### src/rtl/pc_fetch_unit_if.sv
// Instruction-memory fetch handshake: request and address toward memory,
// ready back from memory.
interface pc_fetch_unit_if #(
    parameter int WIDTH = 32
);
    logic             imem_req;
    logic             imem_ready;
    logic [WIDTH-1:0] pc;

    modport master (
        output imem_req,
        output pc,
        input  imem_ready
    );

    modport slave (
        input  imem_req,
        input  pc,
        output imem_ready
    );
endinterface

### src/rtl/pc_fetch_unit.sv
// Program counter and fetch request sequencer. Selects the next PC from
// sequential, branch and jump sources and squashes wrong-path fetches.
//
// state | meaning
// IDLE  | no request outstanding; pc may be redirected here
// REQ   | request outstanding at pc; pc frozen until imem_ready
module pc_fetch_unit #(
    parameter int               WIDTH    = 32,
    parameter logic [WIDTH-1:0] RESET_PC = '0
) (
    input  logic             clk,
    input  logic             reset,
    input  logic             stall,
    input  logic             branch_taken,
    input  logic [WIDTH-1:0] branch_pc4,
    input  logic [WIDTH-1:0] branch_offset,
    input  logic             jump,
    input  logic [WIDTH-1:0] jump_target,
    pc_fetch_unit_if.master  imem,
    output logic [WIDTH-1:0] pc_plus4,
    output logic             fetch_valid
);

    typedef enum logic {
        IDLE = 1'b0,
        REQ  = 1'b1
    } state_t;

    state_t           state, state_next;
    logic [WIDTH-1:0] pc_q, pc_next;
    logic             pend_valid, pend_valid_next;
    logic [WIDTH-1:0] pend_target, pend_target_next;
    logic             imem_req_c;

    logic             redirect;
    logic [WIDTH-1:0] branch_target;
    logic [WIDTH-1:0] redir_target;

    assign branch_target = branch_pc4 + branch_offset;
    assign redirect      = jump | branch_taken;
    assign redir_target  = jump ? jump_target : branch_target;
    assign pc_plus4      = pc_q + WIDTH'(4);

    assign imem.pc       = pc_q;
    assign imem.imem_req = imem_req_c;

    always_ff @(posedge clk) begin
        if (reset) begin
            state       <= IDLE;
            pc_q        <= RESET_PC;
            pend_valid  <= 1'b0;
            pend_target <= '0;
        end else begin
            state       <= state_next;
            pc_q        <= pc_next;
            pend_valid  <= pend_valid_next;
            pend_target <= pend_target_next;
        end
    end

    always_comb begin
        state_next       = state;
        pc_next          = pc_q;
        pend_valid_next  = pend_valid;
        pend_target_next = pend_target;
        imem_req_c       = 1'b0;
        fetch_valid      = 1'b0;

        case (state)
            IDLE: begin
                if (redirect) begin
                    pc_next = redir_target;
                end else if (pend_valid) begin
                    pc_next         = pend_target;
                    pend_valid_next = 1'b0;
                end
                if (!stall) state_next = REQ;
            end

            REQ: begin
                imem_req_c = 1'b1;
                if (imem.imem_ready) begin
                    // A redirect seen now or during the wait makes this fetch wrong-path.
                    fetch_valid     = ~(redirect | pend_valid);
                    pend_valid_next = 1'b0;
                    if (redirect)        pc_next = redir_target;
                    else if (pend_valid) pc_next = pend_target;
                    else                 pc_next = pc_plus4;
                    state_next = stall ? IDLE : REQ;
                end else if (redirect) begin
                    pend_valid_next  = 1'b1;
                    pend_target_next = redir_target;
                end
            end

            default: state_next = IDLE;
        endcase
    end

endmodule

### src/flat_wrapper.sv
// flat-port wrapper written by rule: the top's interface ports become plain ports
module pc_fetch_unit_flat 
#(
    parameter int               WIDTH    = 32,
    parameter logic [WIDTH-1:0] RESET_PC = '0
)
  (clk, reset, stall, branch_taken, branch_pc4, branch_offset, jump, jump_target, pc_plus4, fetch_valid, imem_imem_req, imem_pc, imem_imem_ready);
  pc_fetch_unit_if #(.WIDTH(WIDTH)) imem_i ();
  input  logic clk;
  input  logic reset;
  input  logic stall;
  input  logic branch_taken;
  input  logic [WIDTH-1:0] branch_pc4;
  input  logic [WIDTH-1:0] branch_offset;
  input  logic jump;
  input  logic [WIDTH-1:0] jump_target;
  output logic [WIDTH-1:0] pc_plus4;
  output logic fetch_valid;
  output wire logic [$bits(imem_i.imem_req)-1:0] imem_imem_req;
  output wire logic [$bits(imem_i.pc)-1:0] imem_pc;
  input wire logic [$bits(imem_i.imem_ready)-1:0] imem_imem_ready;
  assign imem_imem_req = imem_i.imem_req;
  assign imem_pc = imem_i.pc;
  assign imem_i.imem_ready = imem_imem_ready;
  pc_fetch_unit #(.WIDTH(WIDTH), .RESET_PC(RESET_PC)) u_core (.clk(clk), .reset(reset), .stall(stall), .branch_taken(branch_taken), .branch_pc4(branch_pc4), .branch_offset(branch_offset), .jump(jump), .jump_target(jump_target), .imem(imem_i), .pc_plus4(pc_plus4), .fetch_valid(fetch_valid));
endmodule
### config.mk
export PLATFORM = sky130hd
export DESIGN_NAME = pc_fetch_unit_flat
export DESIGN_NICKNAME = d
export VERILOG_FILES = /design/src/rtl/pc_fetch_unit_if.sv /design/src/rtl/pc_fetch_unit.sv /design/src/flat_wrapper.sv
export SDC_FILE = /design/constraint.sdc
export NUM_CORES = 1
export LEC_CHECK = 0
export ABC_AREA = 1
export BUFFER_PORTS_ARGS = -buffer_cell sky130_fd_sc_hd__buf_2
export CAP_MARGIN = 20
export CORE_MARGIN = 2
export CORE_UTILIZATION = 40
export CTS_CLUSTER_SIZE = 12
export DETAILED_ROUTE_END_ITERATION = 10
export PLACE_DENSITY = 0.66
export SLEW_MARGIN = 0
export SYNTH_ARGS = -nofsm -noshare
export SYNTH_HDL_FRONTEND = slang
export SYNTH_SLANG_ARGS = --single-unit
### constraint.sdc
create_clock -name clk -period 4.1 [get_ports clk]
set_input_delay 0.205 -clock clk [delete_from_list [all_inputs] [get_ports clk]]
set_output_delay 0.205 -clock clk [all_outputs]
set_load 0.05 [all_outputs]
==> metrics.md <==
| Metric | Value |
|---|---|
| Register share of total power | 30.4% |
| CTS tree | built |
| Starting Density | 41.18% |
| First-pass GRT wire length | 34,950 µm |
| Clock skew | 0.007437 ns |
| First-pass DRT Iterations | 7 |
| Post-Place Cell Area | 0.007830 mm² |
| Leakage power | 4.490 nW |
| R2r setup slk | 1.78 ns |
| Ant. Diodes | 0 |
| Post-synthesis compound-gate area fraction | 16.63% |
| Yosys top cell area share | 22.46% |
| Total power after layout | 2.522 mW |
| Top fanout value on the critical path | 5 |
| R2r endpoint | u_core.imem.pc[27]$_SDFFE_PP0P_ |
| Unique masters post-synth | 48 |
| Final Critical Period | 2.394 ns |
| FF+latch count, synth | 66 |
| WHS Endpoint | u_core.state$_SDFF_PP0_ |
| Crit path kind | flip-flop to output port |
| PnR worst setup slack | 1.706 ns |
| Tightest Hold Check Type | primary input to flip-flop |
| Period utilisation layout | 58.39% |
| # hold bufs at CTS | 0 |
| Grt met1 use | 34.77% |
| Clock sink total | 66 |
| Count of final setup violators | 0 |
| Buffers on Ports | 167 |
| Synth Area in XOR/XNOR | 2.629% |
| Cells after Synth | 1,232 |
| Post-Synth Simple-Gate Area | 40.61% |
| Dominant synthesized flop cell | dfxtp_1 |
| Layout cells sized above 1 | 17.58% |
| Post-cts sizing count | 0 |
| Final #Nets | 1,512 |
| Initial antenna violation count | 0 |
| WL per Instance | 13.63 µm |
| Area leader, netlist | nand2_1 |
| Rows | 47 |
| Syn nets | 1,367 |
| Worst skew pair latency | 0.33 ns |
| Synth top cells by count | nand2_1 (410), inv_1 (213), a21oi_1 (127), nand3_1 (92), dfxtp_1 (66) |
| DR vias | 7,858 |
| DRC violations left | 0 |
| Most frequent cell after synthesis | nand2_1 |
| Core Region | 0.01664 mm² |
| Area contributors post-synth | nand2_1 (22%), dfxtp_1 (19%), inv_1 (12%) |
| Largest net degree at the start of global routing | 56 |
| Global placement routability congestion | 0.9035 |
| Pre-CTS setup slack | 1.634 ns |
| Syn Std Cell Area | 0.006853 mm² |
| Setup TNS | 0 ns |
| Hold path cells | 2 |
| Largest family of logic cells by synthesized area | simple AND/OR/NAND/NOR gates |
| Status | finished, final reports clean |
| Worst-margin pin slew | 0.8919 ns |
| CTS H-tree depth | 3 |
| Routed WL | 21,840 µm |
| Worst setup EP type | output port |
| Final Cell Area | 0.008095 mm² |
| Clk pwr share | 27.3% |
| Fmax | 0.4177 GHz |
| Combinational Power Share | 42.4% |
| Routed Antenna Nets | 0 |
| Grt ovf | 0 |
| Global Route Usage Sum | 23.88% |
| Final hold violation count | 0 |
| Power per Cell Area | 311.5 mW/mm² |
| Hold WS | 0.04590 ns |
| Post-CTS Setup Bufs | 0 |
| Post-synthesis mux area share | 0% |
| Sequential-to-total area share from yosys stat | 19.28% |
| Syn avg cell area | 5.562 µm² |
| Net Switching | 1.096 mW |
| Die W | 134.9 µm |
| Hold path start | stall |
| Int Power | 1.426 mW |
| Max-cap violations | 0 |
| Worst vdd ir | 0.1823 mV |
| Number of DRC markers in iteration 0 | 508 |
| Reg2reg start | u_core.state$_SDFF_PP0_ |
| Worst setup SP type | flip-flop |
| Top Ports | 168 |
| Deepest clock path buffer count | 2 |
| Total CTS buffers | 9 |
| Synth Warn # | 0 |
| Switching share of power | 43.45% |
| CP Data Required Time | 3.89 ns |
| Worst-path clk slew | 0.05 ns |
| Vias in the first global route | 6,983 |
| CTS root buffer | clkbuf_16 |
| Detailed placer's ending HPWL | 17,620 µm |
| Met3 Use GR | 2.628% |
| GRT busiest layer | met2 |
| GR Util met2 | 37.70% |
| RSZ-0062 raised after global routing | false |
| Syn-to-layout area delta | 18.13% |
| Adder-Cell Fraction of Synth Area | 6.135% |
| CP arrival | 2.19 ns |
| Slew margin rel. | 40.48% |
| Die area | 0.01820 mm² |
| Post-synth EDFFs | 0 |
| Fillcell total | 1,848 |
| Chip height | 134.9 µm |
| Asr flop ratio synth | 0% |
| Reg2Reg Depth | 7 |
| Final Slew Violations | 0 |
| Vias/cell | 4.905 |
[area by class of cell]
class / count / area (µm²) / area share, %
inverter: 223 / 837.1 / 10.34
sequential: 66 / 1321 / 16.32
timing repair buffer: 172 / 873.3 / 10.79
clock inverter: 3 / 15.01 / 0.1855
clock buffer: 13 / 250.2 / 3.091
tap: 220 / 275.3 / 3.400
multi-input combinational: 905 / 4523 / 55.87
[worst max path at each step]
stage	from	cells past startpoint	end	slack, ns
4_1_cts	u_core.imem.pc[2]$_SDFFE_PP0P_	8	pc_plus4[12]	1.68
3_5_place_dp	jump	8	u_core.imem.pc[27]$_SDFFE_PP0P_	1.63
3_3_place_gp	jump	8	u_core.imem.pc[4]$_SDFFE_PP0P_	1.66
6_report	u_core.imem.pc[2]$_SDFFE_PP0P_	8	pc_plus4[12]	1.71
5_1_grt	u_core.imem.pc[2]$_SDFFE_PP0P_	8	pc_plus4[12]	1.56
2_1_floorplan	u_core.imem.pc[2]$_SDFFE_PP0P_	8	u_core.imem.pc[8]$_SDFFE_PP0P_	1.43
[critical path, stage by stage (launching register included)]
cell     delay [ns]
dfxtp_1        0.44
ha_1           0.37
nand3_4        0.16
inv_2          0.12
nand2_2        0.12
nor2_4         0.16
xnor2_1        0.21
inv_1          0.06
buf_2          0.21
[metal layers]
metal	part of all wire, %	up-vias
li1	-	4165
met1	48	3411
met2	44	257
met3	6.5	25
met4	1.6	0
met5	0	-
[cells by family after synthesis]
group,Yosys count
AOI/OAI and AO/OA,215
xor gates and xnor gates,18
adders and majority gates,33
buffers and inverters,261
DFF,66
and+or+nand+nor,639
[per-stage QoR]
stage          instances  utilization [%]
5_1_grt             1602            48.64
4_1_cts             1602            48.64
2_1_floorplan       1232                -
6_report            1602            48.64
3_3_place_gp        1586            47.05
3_5_place_dp        1586            47.05
[registers in the layout, summed over array words and instances, names as in the netlist]
register            count
u_core.pend_target     32
u_core.imem.pc         32
u_core.state            1
u_core.pend_valid       1
[power groups by stage]
stage / clock network, mW / registers [mW] / logic, mW
2_1_floorplan: 0 / 0.888 / 0.665
3_3_place_gp: 0 / 0.778 / 1.05
3_5_place_dp: 0 / 0.777 / 1.06
4_1_cts: 0.701 / 0.764 / 1.07
5_1_grt: 0.733 / 0.772 / 1.18
6_report: 0.688 / 0.766 / 1.07
[placed cells by master, fill, tap and decap left out, drive strengths merged]
cell type	n
nor2	75
buf	172
a21boi	1
a221oi	1
fa	1
a31oi	3
xnor2	11
o211ai	6
nand3	95
o21bai	2
nor4	2
a211oi	2
clkbuf	13
nor3	17
o21a	1
or2	17
a21o	1
dfxtp	66
nand3b	4
nand2	417
and2	2
xor2	7
a21oi	129
nand4	10
clkinv	4
ha	32
o21ai	69
inv	222
Note: power is estimated with default switching activity, not from simulation.
